File: config.mk
export PLATFORM = sky130hd
export DESIGN_NAME = fetch_align_buffer_flat
export DESIGN_NICKNAME = d
export VERILOG_FILES = /design/src/rtl/fetch_align_if.sv /design/src/rtl/fetch_align_buffer.sv /design/src/flat_wrapper.sv
export SDC_FILE = /design/constraint.sdc
export NUM_CORES = 1
export LEC_CHECK = 0
export ABC_AREA = 1
export ABC_CLOCK_PERIOD_IN_PS = 4500
export CORE_MARGIN = 2
export CORE_UTILIZATION = 50
export CTS_BUF_LIST = sky130_fd_sc_hd__clkbuf_2
export DETAILED_ROUTE_END_ITERATION = 6
export PLACE_DENSITY = 0.74
export SYNTH_ARGS = -nofsm -noshare
export SYNTH_HDL_FRONTEND = slang
export SYNTH_SLANG_ARGS = --single-unit
File: constraint.sdc
create_clock -name clk -period 4.5 [get_ports clk]
set_input_delay 0.9 -clock clk [delete_from_list [all_inputs] [get_ports clk]]
set_output_delay 0.9 -clock clk [all_outputs]
set_load 0.005 [all_outputs]
File: src/rtl/fetch_align_if.sv
// Fetch-side bus bundle: redirect, memory request/response and decode handshake.
// The master modport is the align buffer; the slave modport is the surrounding core/memory.
interface fetch_align_if #(
    parameter int XLEN = 32
);
    logic            flush_i;
    logic [XLEN-1:0] flush_pc_i;
    logic            req_valid_o;
    logic [XLEN-1:0] req_addr_o;
    logic            req_ready_i;
    logic            resp_valid_i;
    logic [31:0]     resp_data_i;
    logic            instr_valid_o;
    logic [31:0]     instr_o;
    logic [XLEN-1:0] instr_pc_o;
    logic            instr_compressed_o;
    logic            instr_ready_i;

    modport master (
        input  flush_i, flush_pc_i, req_ready_i, resp_valid_i, resp_data_i, instr_ready_i,
        output req_valid_o, req_addr_o, instr_valid_o, instr_o, instr_pc_o, instr_compressed_o
    );

    modport slave (
        output flush_i, flush_pc_i, req_ready_i, resp_valid_i, resp_data_i, instr_ready_i,
        input  req_valid_o, req_addr_o, instr_valid_o, instr_o, instr_pc_o, instr_compressed_o
    );
endinterface

File: src/rtl/fetch_align_buffer.sv
// Halfword-granular fetch buffer: issues word fetches, stores parcels in a circular FIFO
// and presents complete 16/32-bit instructions with their PC to decode.
module fetch_align_buffer #(
    parameter int              XLEN     = 32,
    parameter int              DEPTH    = 8,
    parameter logic [XLEN-1:0] RESET_PC = {XLEN{1'b0}}
) (
    input logic            clk,
    input logic            rst,
    fetch_align_if.master  bus
);
    localparam int PTR_W = $clog2(DEPTH);
    localparam int CNT_W = PTR_W + 1;
    localparam logic [CNT_W-1:0] DEPTH_C        = CNT_W'(DEPTH);
    localparam logic [XLEN-1:0]  RESET_FETCH    = RESET_PC & ~XLEN'(3);
    localparam logic [XLEN-1:0]  RESET_INSTR_PC = RESET_PC & ~XLEN'(1);

    logic [15:0]      fifo_q [DEPTH];
    logic [PTR_W-1:0] rd_ptr_q, rd_ptr_d;
    logic [PTR_W-1:0] wr_ptr_q, wr_ptr_d;
    logic [CNT_W-1:0] count_q, count_d;
    logic             outstanding_q, outstanding_d;
    logic             drop_q, drop_d;
    logic             misalign_q, misalign_d;
    logic [XLEN-1:0]  fetch_addr_q, fetch_addr_d;
    logic [XLEN-1:0]  pc_q, pc_d;

    logic [15:0]      head_lo_s;
    logic [15:0]      head_hi_s;
    logic             head_comp_s;
    logic [CNT_W-1:0] free_s;
    logic             req_valid_s;
    logic             instr_valid_s;
    logic             req_fire_s;
    logic             resp_take_s;
    logic             resp_write_s;
    logic             pop_s;
    logic [CNT_W-1:0] wr_n_s;
    logic [CNT_W-1:0] pop_n_s;
    logic [XLEN-1:0]  pc_inc_s;

    assign head_lo_s   = fifo_q[rd_ptr_q];
    assign head_hi_s   = fifo_q[rd_ptr_q + PTR_W'(1)];
    assign head_comp_s = (head_lo_s[1:0] != 2'b11);
    assign free_s      = DEPTH_C - count_q;

    // A request is only issued when a whole word fits, so responses can never overflow.
    assign req_valid_s   = !outstanding_q && (free_s >= CNT_W'(2)) && !bus.flush_i && !rst;
    assign instr_valid_s = !rst && ((count_q >= CNT_W'(2)) ||
                                    ((count_q != {CNT_W{1'b0}}) && head_comp_s));

    assign req_fire_s   = req_valid_s && bus.req_ready_i;
    assign resp_take_s  = bus.resp_valid_i && outstanding_q;
    assign resp_write_s = resp_take_s && !drop_q && !bus.flush_i && !rst;
    assign pop_s        = instr_valid_s && bus.instr_ready_i && !bus.flush_i;

    // Per-cycle FIFO occupancy deltas and PC advance.
    always_comb begin
        wr_n_s   = {CNT_W{1'b0}};
        pop_n_s  = {CNT_W{1'b0}};
        pc_inc_s = {XLEN{1'b0}};
        if (resp_write_s) begin
            wr_n_s = misalign_q ? CNT_W'(1) : CNT_W'(2);
        end else begin
            wr_n_s = {CNT_W{1'b0}};
        end
        if (pop_s) begin
            pop_n_s  = head_comp_s ? CNT_W'(1) : CNT_W'(2);
            pc_inc_s = head_comp_s ? XLEN'(2) : XLEN'(4);
        end else begin
            pop_n_s  = {CNT_W{1'b0}};
            pc_inc_s = {XLEN{1'b0}};
        end
    end

    // Next-state logic; a redirect overrides consume and response in the same cycle.
    always_comb begin
        rd_ptr_d      = rd_ptr_q;
        wr_ptr_d      = wr_ptr_q;
        count_d       = count_q;
        outstanding_d = outstanding_q;
        drop_d        = drop_q;
        misalign_d    = misalign_q;
        fetch_addr_d  = fetch_addr_q;
        pc_d          = pc_q;
        if (bus.flush_i) begin
            rd_ptr_d     = {PTR_W{1'b0}};
            wr_ptr_d     = {PTR_W{1'b0}};
            count_d      = {CNT_W{1'b0}};
            pc_d         = bus.flush_pc_i & ~XLEN'(1);
            fetch_addr_d = bus.flush_pc_i & ~XLEN'(3);
            misalign_d   = bus.flush_pc_i[1];
            // A response landing in the flush cycle is the stale one itself: nothing left to drop.
            outstanding_d = outstanding_q && !bus.resp_valid_i;
            drop_d        = outstanding_q && !bus.resp_valid_i;
        end else begin
            rd_ptr_d = rd_ptr_q + PTR_W'(pop_n_s);
            wr_ptr_d = wr_ptr_q + PTR_W'(wr_n_s);
            count_d  = count_q + wr_n_s - pop_n_s;
            pc_d     = pc_q + pc_inc_s;
            if (req_fire_s) begin
                outstanding_d = 1'b1;
                fetch_addr_d  = fetch_addr_q + XLEN'(4);
            end else if (resp_take_s) begin
                outstanding_d = 1'b0;
                drop_d        = 1'b0;
                misalign_d    = drop_q ? misalign_q : 1'b0;
            end else begin
                outstanding_d = outstanding_q;
            end
        end
    end

    // Control state register with synchronous reset.
    always_ff @(posedge clk) begin
        if (rst) begin
            rd_ptr_q      <= {PTR_W{1'b0}};
            wr_ptr_q      <= {PTR_W{1'b0}};
            count_q       <= {CNT_W{1'b0}};
            outstanding_q <= 1'b0;
            drop_q        <= 1'b0;
            misalign_q    <= RESET_PC[1];
            fetch_addr_q  <= RESET_FETCH;
            pc_q          <= RESET_INSTR_PC;
        end else begin
            rd_ptr_q      <= rd_ptr_d;
            wr_ptr_q      <= wr_ptr_d;
            count_q       <= count_d;
            outstanding_q <= outstanding_d;
            drop_q        <= drop_d;
            misalign_q    <= misalign_d;
            fetch_addr_q  <= fetch_addr_d;
            pc_q          <= pc_d;
        end
    end

    // Parcel storage; a misaligned first word keeps only its upper halfword.
    always_ff @(posedge clk) begin
        if (resp_write_s) begin
            if (misalign_q) begin
                fifo_q[wr_ptr_q] <= bus.resp_data_i[31:16];
            end else begin
                fifo_q[wr_ptr_q]               <= bus.resp_data_i[15:0];
                fifo_q[wr_ptr_q + PTR_W'(1)]   <= bus.resp_data_i[31:16];
            end
        end
    end

    assign bus.req_valid_o        = req_valid_s;
    assign bus.req_addr_o         = fetch_addr_q;
    assign bus.instr_valid_o      = instr_valid_s;
    assign bus.instr_o            = head_comp_s ? {16'h0000, head_lo_s} : {head_hi_s, head_lo_s};
    assign bus.instr_pc_o         = pc_q;
    assign bus.instr_compressed_o = head_comp_s;
endmodule

File: src/flat_wrapper.sv
// flat-port wrapper written by rule: the top's interface ports become plain ports
module fetch_align_buffer_flat 
#(
    parameter int              XLEN     = 32,
    parameter int              DEPTH    = 8,
    parameter logic [XLEN-1:0] RESET_PC = {XLEN{1'b0}}
)
  (clk, rst, bus_flush_i, bus_flush_pc_i, bus_req_ready_i, bus_resp_valid_i, bus_resp_data_i, bus_instr_ready_i, bus_req_valid_o, bus_req_addr_o, bus_instr_valid_o, bus_instr_o, bus_instr_pc_o, bus_instr_compressed_o);
  fetch_align_if #(.XLEN(XLEN)) bus_i ();
  input logic clk;
  input logic rst;
  input wire logic [$bits(bus_i.flush_i)-1:0] bus_flush_i;
  input wire logic [$bits(bus_i.flush_pc_i)-1:0] bus_flush_pc_i;
  input wire logic [$bits(bus_i.req_ready_i)-1:0] bus_req_ready_i;
  input wire logic [$bits(bus_i.resp_valid_i)-1:0] bus_resp_valid_i;
  input wire logic [$bits(bus_i.resp_data_i)-1:0] bus_resp_data_i;
  input wire logic [$bits(bus_i.instr_ready_i)-1:0] bus_instr_ready_i;
  output wire logic [$bits(bus_i.req_valid_o)-1:0] bus_req_valid_o;
  output wire logic [$bits(bus_i.req_addr_o)-1:0] bus_req_addr_o;
  output wire logic [$bits(bus_i.instr_valid_o)-1:0] bus_instr_valid_o;
  output wire logic [$bits(bus_i.instr_o)-1:0] bus_instr_o;
  output wire logic [$bits(bus_i.instr_pc_o)-1:0] bus_instr_pc_o;
  output wire logic [$bits(bus_i.instr_compressed_o)-1:0] bus_instr_compressed_o;
  assign bus_i.flush_i = bus_flush_i;
  assign bus_i.flush_pc_i = bus_flush_pc_i;
  assign bus_i.req_ready_i = bus_req_ready_i;
  assign bus_i.resp_valid_i = bus_resp_valid_i;
  assign bus_i.resp_data_i = bus_resp_data_i;
  assign bus_i.instr_ready_i = bus_instr_ready_i;
  assign bus_req_valid_o = bus_i.req_valid_o;
  assign bus_req_addr_o = bus_i.req_addr_o;
  assign bus_instr_valid_o = bus_i.instr_valid_o;
  assign bus_instr_o = bus_i.instr_o;
  assign bus_instr_pc_o = bus_i.instr_pc_o;
  assign bus_instr_compressed_o = bus_i.instr_compressed_o;
  fetch_align_buffer #(.XLEN(XLEN), .DEPTH(DEPTH), .RESET_PC(RESET_PC)) u_core (.clk(clk), .rst(rst), .bus(bus_i));
endmodule
# Word level (Yosys, flattened, before mapping)
# Memories as Yosys holds them, arrays and structs flattened. A register that Yosys moved wholly into a read port is not among the register bits.
# Index checks and enable logic that the tools add are counted.
dict set report classes {
  addsub 9
  magnitude_cmp 2
  n_eq_ne 3
  n_mux 27
  bitwise 1
  reduce_logical 26
}
# op n
set op_table {}
lappend op_table {{two-way mux 32 bit} 5}
lappend op_table {{adder 32 x 3 -> 32 bit, second input constant} 1}
lappend op_table {{adder 32 bit} 1}
lappend op_table {{two-way mux 16 bit} 1}
lappend op_table {{two-way mux 1 bit} 15}
lappend op_table {{logical AND 1 bit} 13}
lappend op_table {{greater-or-equal comparator 4 x 2 -> 1 bit, second input constant} 2}
lappend op_table {{two-way mux 4 bit} 2}
lappend op_table {{adder 3 x 1 -> 3 bit, second input constant} 2}
lappend op_table {{adder 3 bit} 2}
lappend op_table {{two-way mux 3 bit} 2}
lappend op_table {{inequality test 2 bit, second input constant} 3}
lappend op_table {{zero test 1 bit} 5}
lappend op_table {{adder 4 bit} 1}
lappend op_table {{two-way mux 2 bit} 2}
lappend op_table {{nonzero test 2 bit} 2}
lappend op_table {{nonzero test 4 bit} 1}
lappend op_table {{subtractor 4 bit} 1}
lappend op_table {{subtractor 4 bit, first input constant} 1}
lappend op_table {{AND reduction 3 bit} 1}
lappend op_table {{nonzero test 3 bit} 1}
lappend op_table {{AND reduction 2 bit} 1}
lappend op_table {{OR reduction 2 bit} 1}
lappend op_table {{logical OR 1 bit} 1}
lappend op_table {{OR 1 bit} 1}
dict set report totals {
  ff_bits 77
  mem_bits_rw 128
  wordCells 79
  n_memories 1
}
# memory words width read_ports rd_clocked_by_memory_dff write_ports line_no
set mem_list {}
lappend mem_list {u_core.fifo_q 8 16 2 1 2 fetch_align_buffer.sv:18} ;# logic [15:0] fifo_q [DEPTH];

# Logic depth before layout (Yosys ltp)
dict set report depth {
  depth_word 9
  mapped_depth 24
}

# Worst setup path after synthesis
# Ideal clock, no wire load.
dict set report synth_timing {
  path_type {input to register}
  from {in rst}
  to {mem u_core.fifo_q[0][0] (enable)}
  setup_time_ps 435
  arrival_time_ps 3151
  t_required_ps 4065
  slack_ps 914
  path_stages 6
  n_path_buf 1
  cell_sequence {buf_2 -> inv_2 -> nand2_4 -> inv_2 -> nand2_4 -> o41ai_1}
}
# item line_no
set synth_lines {}
lappend synth_lines {{start: declaration} flat_wrapper.sv:11} ;# input logic rst;
lappend synth_lines {{end: declaration} fetch_align_buffer.sv:18}

# Worst setup path after layout
dict set report layout_timing {
  from {reg u_core.rd_ptr_q[0]}
  to {out bus_instr_o[17]}
}
dict set report layout_between {
  elab_chain_cells 3
}
# item line_no
set layout_rtl {}
lappend layout_rtl {{start: declaration} fetch_align_buffer.sv:19} ;# logic [PTR_W-1:0] rd_ptr_q, rd_ptr_d;
lappend layout_rtl {{start signal: assignment} fetch_align_buffer.sv:117} ;# rd_ptr_q <= {PTR_W{1'b0}};
lappend layout_rtl {{start signal: assignment} fetch_align_buffer.sv:126} ;# rd_ptr_q <= rd_ptr_d;
lappend layout_rtl {{adder 3 x 1 -> 3 bit} fetch_align_buffer.sv:43} ;# assign head_hi_s = fifo_q[rd_ptr_q + PTR_W'(1)];
lappend layout_rtl {{memory read (8 x 16 bit)} n/a}
lappend layout_rtl {{two-way mux 32 bit} fetch_align_buffer.sv:152} ;# assign bus.instr_o = head_comp_s ? {16'h0000, head_lo_s} : {head_hi_s, head_lo_s};
lappend layout_rtl {{end: declaration} flat_wrapper.sv:21} ;# output wire logic [$bits(bus_i.instr_o)-1:0] bus_instr_o;
# Every way passes these cells.

==> impl_summary.txt <==
----------------------------------------------------
[Detailed routing]
  Routed wire per std cell ... 17.3 um
  Remaining antenna violation count ... 0
  Count of routing violations after the opening detailed-route iteration ... 1142
  Post-detailed-routing wire length ... 40000 um
  Average vias per placed instance ... 5.56
  Pre-Repair DR Iteration Count ... 5
  Via count ... 12900
  DRC violations left ... 0

[Clock network]
  Sink count of the clock tree ... 202
  Max H-tree Level ... 2
  Clock-pin slew of the registers on the worst-case setup and hold paths ... 0.10 ns
  TritonCTS clock tree ... built
  Cell at the root of the clock tree ... sky130_fd_sc_hd__clkbuf_2
  CTS buffer count ... 52
  CTS Hold Bufs ... 0
  Clk_lat worst skew ... 0.87 ns
  Buffer depth of the longest clock path ... 3

[Worst setup path]
  Critical Path End Type ... primary output
  Required time of the critical path ... 3.60 ns
  Startpoint-to-endpoint class of the critical path ... reg -> out
  Critical path fanouts, max ... 23
  Arrival time reported for the critical path endpoint ... 3.32 ns
  Category of the worst setup path launch point ... flip-flop

[GRT]
  Vias in the first global route ... 12200
  Total grt overflow ... 0
  Maximum number of pins on one net before global-route repair ... 67
  Global-route wire length before repair ... 62700 um
  Number of antenna violations at the first check in global routing ... 2
  Global routing usage summed across all routing layers ... 0.302

[Placement]
  Count of input and output buffers ... 164
  Placed cell count ... 2219
  HPWL Detailed ... 27800 um
  Final weighted congestion of routability-driven global placement ... 0.945

[Floorplanning]
  Vertical die dimension ... 163 um
  Width of the die ... 163 um
  Total Die Area ... 26600 um2
  Number of I/O pins ... 169
  Core Rows ... 58
  Starting density of the core ... 0.506
  Placeable core region ... 25000 um2

[Timing]
  Final-report setup violation count ... 0
  Final Hold Fails ... 0
  Number of slew-limit violations in the final report ... 0
  Worst hold-check slack ... 0.496 ns
  Headroom to the max-slew limit ... 0.0956
  Fmax achieved ... 237 MHz
  Setup_tns ... 0 ns
  Skew final ... 0.0925 ns
  Setup repair after global routing missed its margin ... no
  Post-route clock period utilization ... 0.937
  Actual slew at the worst max-slew pin ... 1.34 ns
  Fin crit period ... 4.22 ns

[Final layout]
  Area taken by multi-input logic gates ... 6470 um2
  Final standard cell utilization of the core ... 0.602
  Layout Cells excl Fill ... 2318
  Number of nets at the end of the flow ... 2034
  Count of fill cells added during filler insertion ... 2275
  Area added between synthesis and finish ... 19.1%
  Combined flip-flop and latch cell area ... 5330 um2
  Share of layout cells above drive strength 1 ... 0.0796

[Yosys]
  Number of standard cells after synthesis ... 1788
  Average size of a mapped cell ... 7.09 um2
  Yosys reg bits ... 202
  Count of yosys warnings during synthesis ... 0
  Main flop type after synthesis ... sky130_fd_sc_hd__edfxtp_1
  Proportion of register bits with asynchronous set or reset after synthesis ... 0
  Number of enable flip-flop cells after synthesis ... 128
  Post-synthesis cell area ... 12700 um2
  Sequential area share after synthesis ... 0.420
  Post-synth cell types ... 40

[Power and ir drop]
  Power Dens Cells ... 245 nW/um2
  Maximum ir drop on the vdd rail ... 0.157 mV
  Cell leakage power ... 6.05 nW

[Flow run]
  Max Cap Viol ... 0

[Run status]
  Status ... complete, no violations

[Min path]
  Hold/Removal Path Class ... reg -> reg

----------------------------------------------------
[cells in the final DEF, fill, tap and decap left out, types with 14 or more instances in the layout]
cell	synthesis	routed
sky130_fd_sc_hd__nand3_1	90	90
sky130_fd_sc_hd__o221ai_1	14	14
sky130_fd_sc_hd__edfxtp_1	128	128
sky130_fd_sc_hd__nand2_1	454	454
sky130_fd_sc_hd__ha_1	15	15
sky130_fd_sc_hd__clkinv_1	0	18
sky130_fd_sc_hd__o21ai_0	149	145
sky130_fd_sc_hd__o21ai_1	130	134
sky130_fd_sc_hd__o22ai_1	21	21
sky130_fd_sc_hd__o21ai_2	16	16
sky130_fd_sc_hd__dfxtp_1	74	73
sky130_fd_sc_hd__o31ai_1	15	15
sky130_fd_sc_hd__nor2_1	328	328
sky130_fd_sc_hd__buf_4	6	34
sky130_fd_sc_hd__clkbuf_2	0	75
sky130_fd_sc_hd__a21oi_1	41	41
sky130_fd_sc_hd__a31oi_1	15	15
sky130_fd_sc_hd__clkdlybuf4s50_1	0	164
sky130_fd_sc_hd__inv_1	120	118
[layout make-up]
class | instances | area share
Inverter | 124 | 0.0313
Multi-Input combinational cell | 1364 | 0.429
Timing Repair Buffer | 200 | 0.128
Sequential cell | 202 | 0.353
Clock inverter | 20 | 0.00548
Antenna cell | 3 | 0.000498
Tap cell | 330 | 0.0274
Clock buffer | 75 | 0.0249
[metrics by stage]
| stage | worst slack [ns] | total power [W] | area [um2] |
|---|---|---|---|
| floorplan | 0.914 | 0.00229 | 12700 |
| global placement | 0.690 | 0.00249 | 14600 |
| detailed placement | 0.553 | 0.00250 | 14600 |
| CTS | 0.111 | 0.00370 | 15100 |
| global route | 0.0729 | 0.00385 | 15100 |
| finish | 0.283 | 0.00369 | 15100 |
[critical path, stage by stage (launching register included)]
cell and delay [ns]:
sky130_fd_sc_hd__dfxtp_4 0.54, sky130_fd_sc_hd__ha_1 0.32, sky130_fd_sc_hd__clkinvlp_4 0.22, sky130_fd_sc_hd__buf_4 0.30, sky130_fd_sc_hd__a21oi_1 0.06, sky130_fd_sc_hd__o21ai_0 0.10, sky130_fd_sc_hd__nand2_1 0.09, sky130_fd_sc_hd__a211oi_1 0.33
sky130_fd_sc_hd__clkdlybuf4s50_1 0.57
[synthesized netlist by cell type, types with 2 or more instances]
master                     count  share of area
sky130_fd_sc_hd__o21bai_1      4         0.0024
sky130_fd_sc_hd__xor2_1        9         0.0062
sky130_fd_sc_hd__nand3b_1      4         0.0024
sky130_fd_sc_hd__o21ai_1     130          0.051
sky130_fd_sc_hd__a21oi_1      41          0.016
sky130_fd_sc_hd__xnor2_1       7         0.0048
sky130_fd_sc_hd__nor2_2        2        0.00099
sky130_fd_sc_hd__nand2_2       6         0.0030
sky130_fd_sc_hd__dfxtp_1      74           0.12
sky130_fd_sc_hd__or2_2         2        0.00099
sky130_fd_sc_hd__o22ai_1      21          0.010
sky130_fd_sc_hd__o221ai_1     14         0.0097
sky130_fd_sc_hd__o31ai_1      15         0.0089
sky130_fd_sc_hd__inv_2         3        0.00089
sky130_fd_sc_hd__nand2_1     454           0.13
sky130_fd_sc_hd__o21ai_2      16          0.011
sky130_fd_sc_hd__nand4_1      11         0.0054
sky130_fd_sc_hd__nor2_8        3         0.0047
sky130_fd_sc_hd__o21ai_0     149          0.059
sky130_fd_sc_hd__ha_1         15          0.015
sky130_fd_sc_hd__fa_1          5         0.0079
sky130_fd_sc_hd__a31oi_1      15         0.0074
sky130_fd_sc_hd__a211oi_1      3         0.0018
sky130_fd_sc_hd__o41ai_1       4         0.0028
sky130_fd_sc_hd__buf_4         6         0.0036
sky130_fd_sc_hd__nor2_1      328          0.097
sky130_fd_sc_hd__nand3_1      90          0.036
sky130_fd_sc_hd__nor3_1        7         0.0028
sky130_fd_sc_hd__clkbuf_1     52          0.015
sky130_fd_sc_hd__inv_1       120          0.036
sky130_fd_sc_hd__buf_1         4         0.0012
sky130_fd_sc_hd__nand2_4       2         0.0018
sky130_fd_sc_hd__edfxtp_1    128           0.30
sky130_fd_sc_hd__buf_2        38          0.015
[path summary, 6_finish.rpt]
check / slack (ns) / start / depth (start not counted) / end
min: 0.50 / u_core.drop_q / 2 / u_core.drop_q
max: 0.28 / u_core.rd_ptr_q[0] / 8 / bus_instr_o[17]
min reg2reg: 0.50 / u_core.drop_q / 2 / u_core.drop_q
max reg2reg: 0.73 / u_core.rd_ptr_q[0] / 20 / u_core.bus.instr_pc_o[23]
[flip-flops by register name, indices dropped and copies added, names as in the netlist]
| signal | cells |
|---|---|
| u_core.count_q | 4 |
| u_core.outstanding_q | 1 |
| u_core.bus.req_addr_o | 30 |
| u_core.rd_ptr_q | 3 |
| u_core.misalign_q | 1 |
| u_core.wr_ptr_q | 3 |
| u_core.bus.instr_pc_o | 31 |
| u_core.fifo_q | 128 |
| u_core.drop_q | 1 |
[kinds of logic after synthesis]
logic type,share of synthesized area
DFF,0.420
AOI/OAI and AO/OA,0.182
adders and majority gates,0.0227
xor gates and xnor gates,0.0111
and+or+nand+nor,0.291
buffers and inverters,0.0721
other,0.000296
[metal layers]
layer | wire length [um] | up-vias | track usage
met3 | 3630 | 108 | 0.0556
met1 | 15200 | 5832 | 0.362
met2 | 19700 | 613 | 0.526
li1 | - | 6341 | -
met4 | 1410 | 0 | 0.133
met5 | 0 | - | 0
[where the power goes]
group	switching, W	internal, W
logic	0.000214	0.000194
clock network	0.000773	0.000450
registers	0.0000568	0.00200
[repair_timing]
| item | 4_1_cts | 5_1_grt |
|---|---|---|
| buffers inserted | 1 | 0 |
| endpoints found under the setup margin | 2 | 8 |
| resized for setup | 0 | 1 |
No activity file was read; power rests on OpenSTA's default activity.
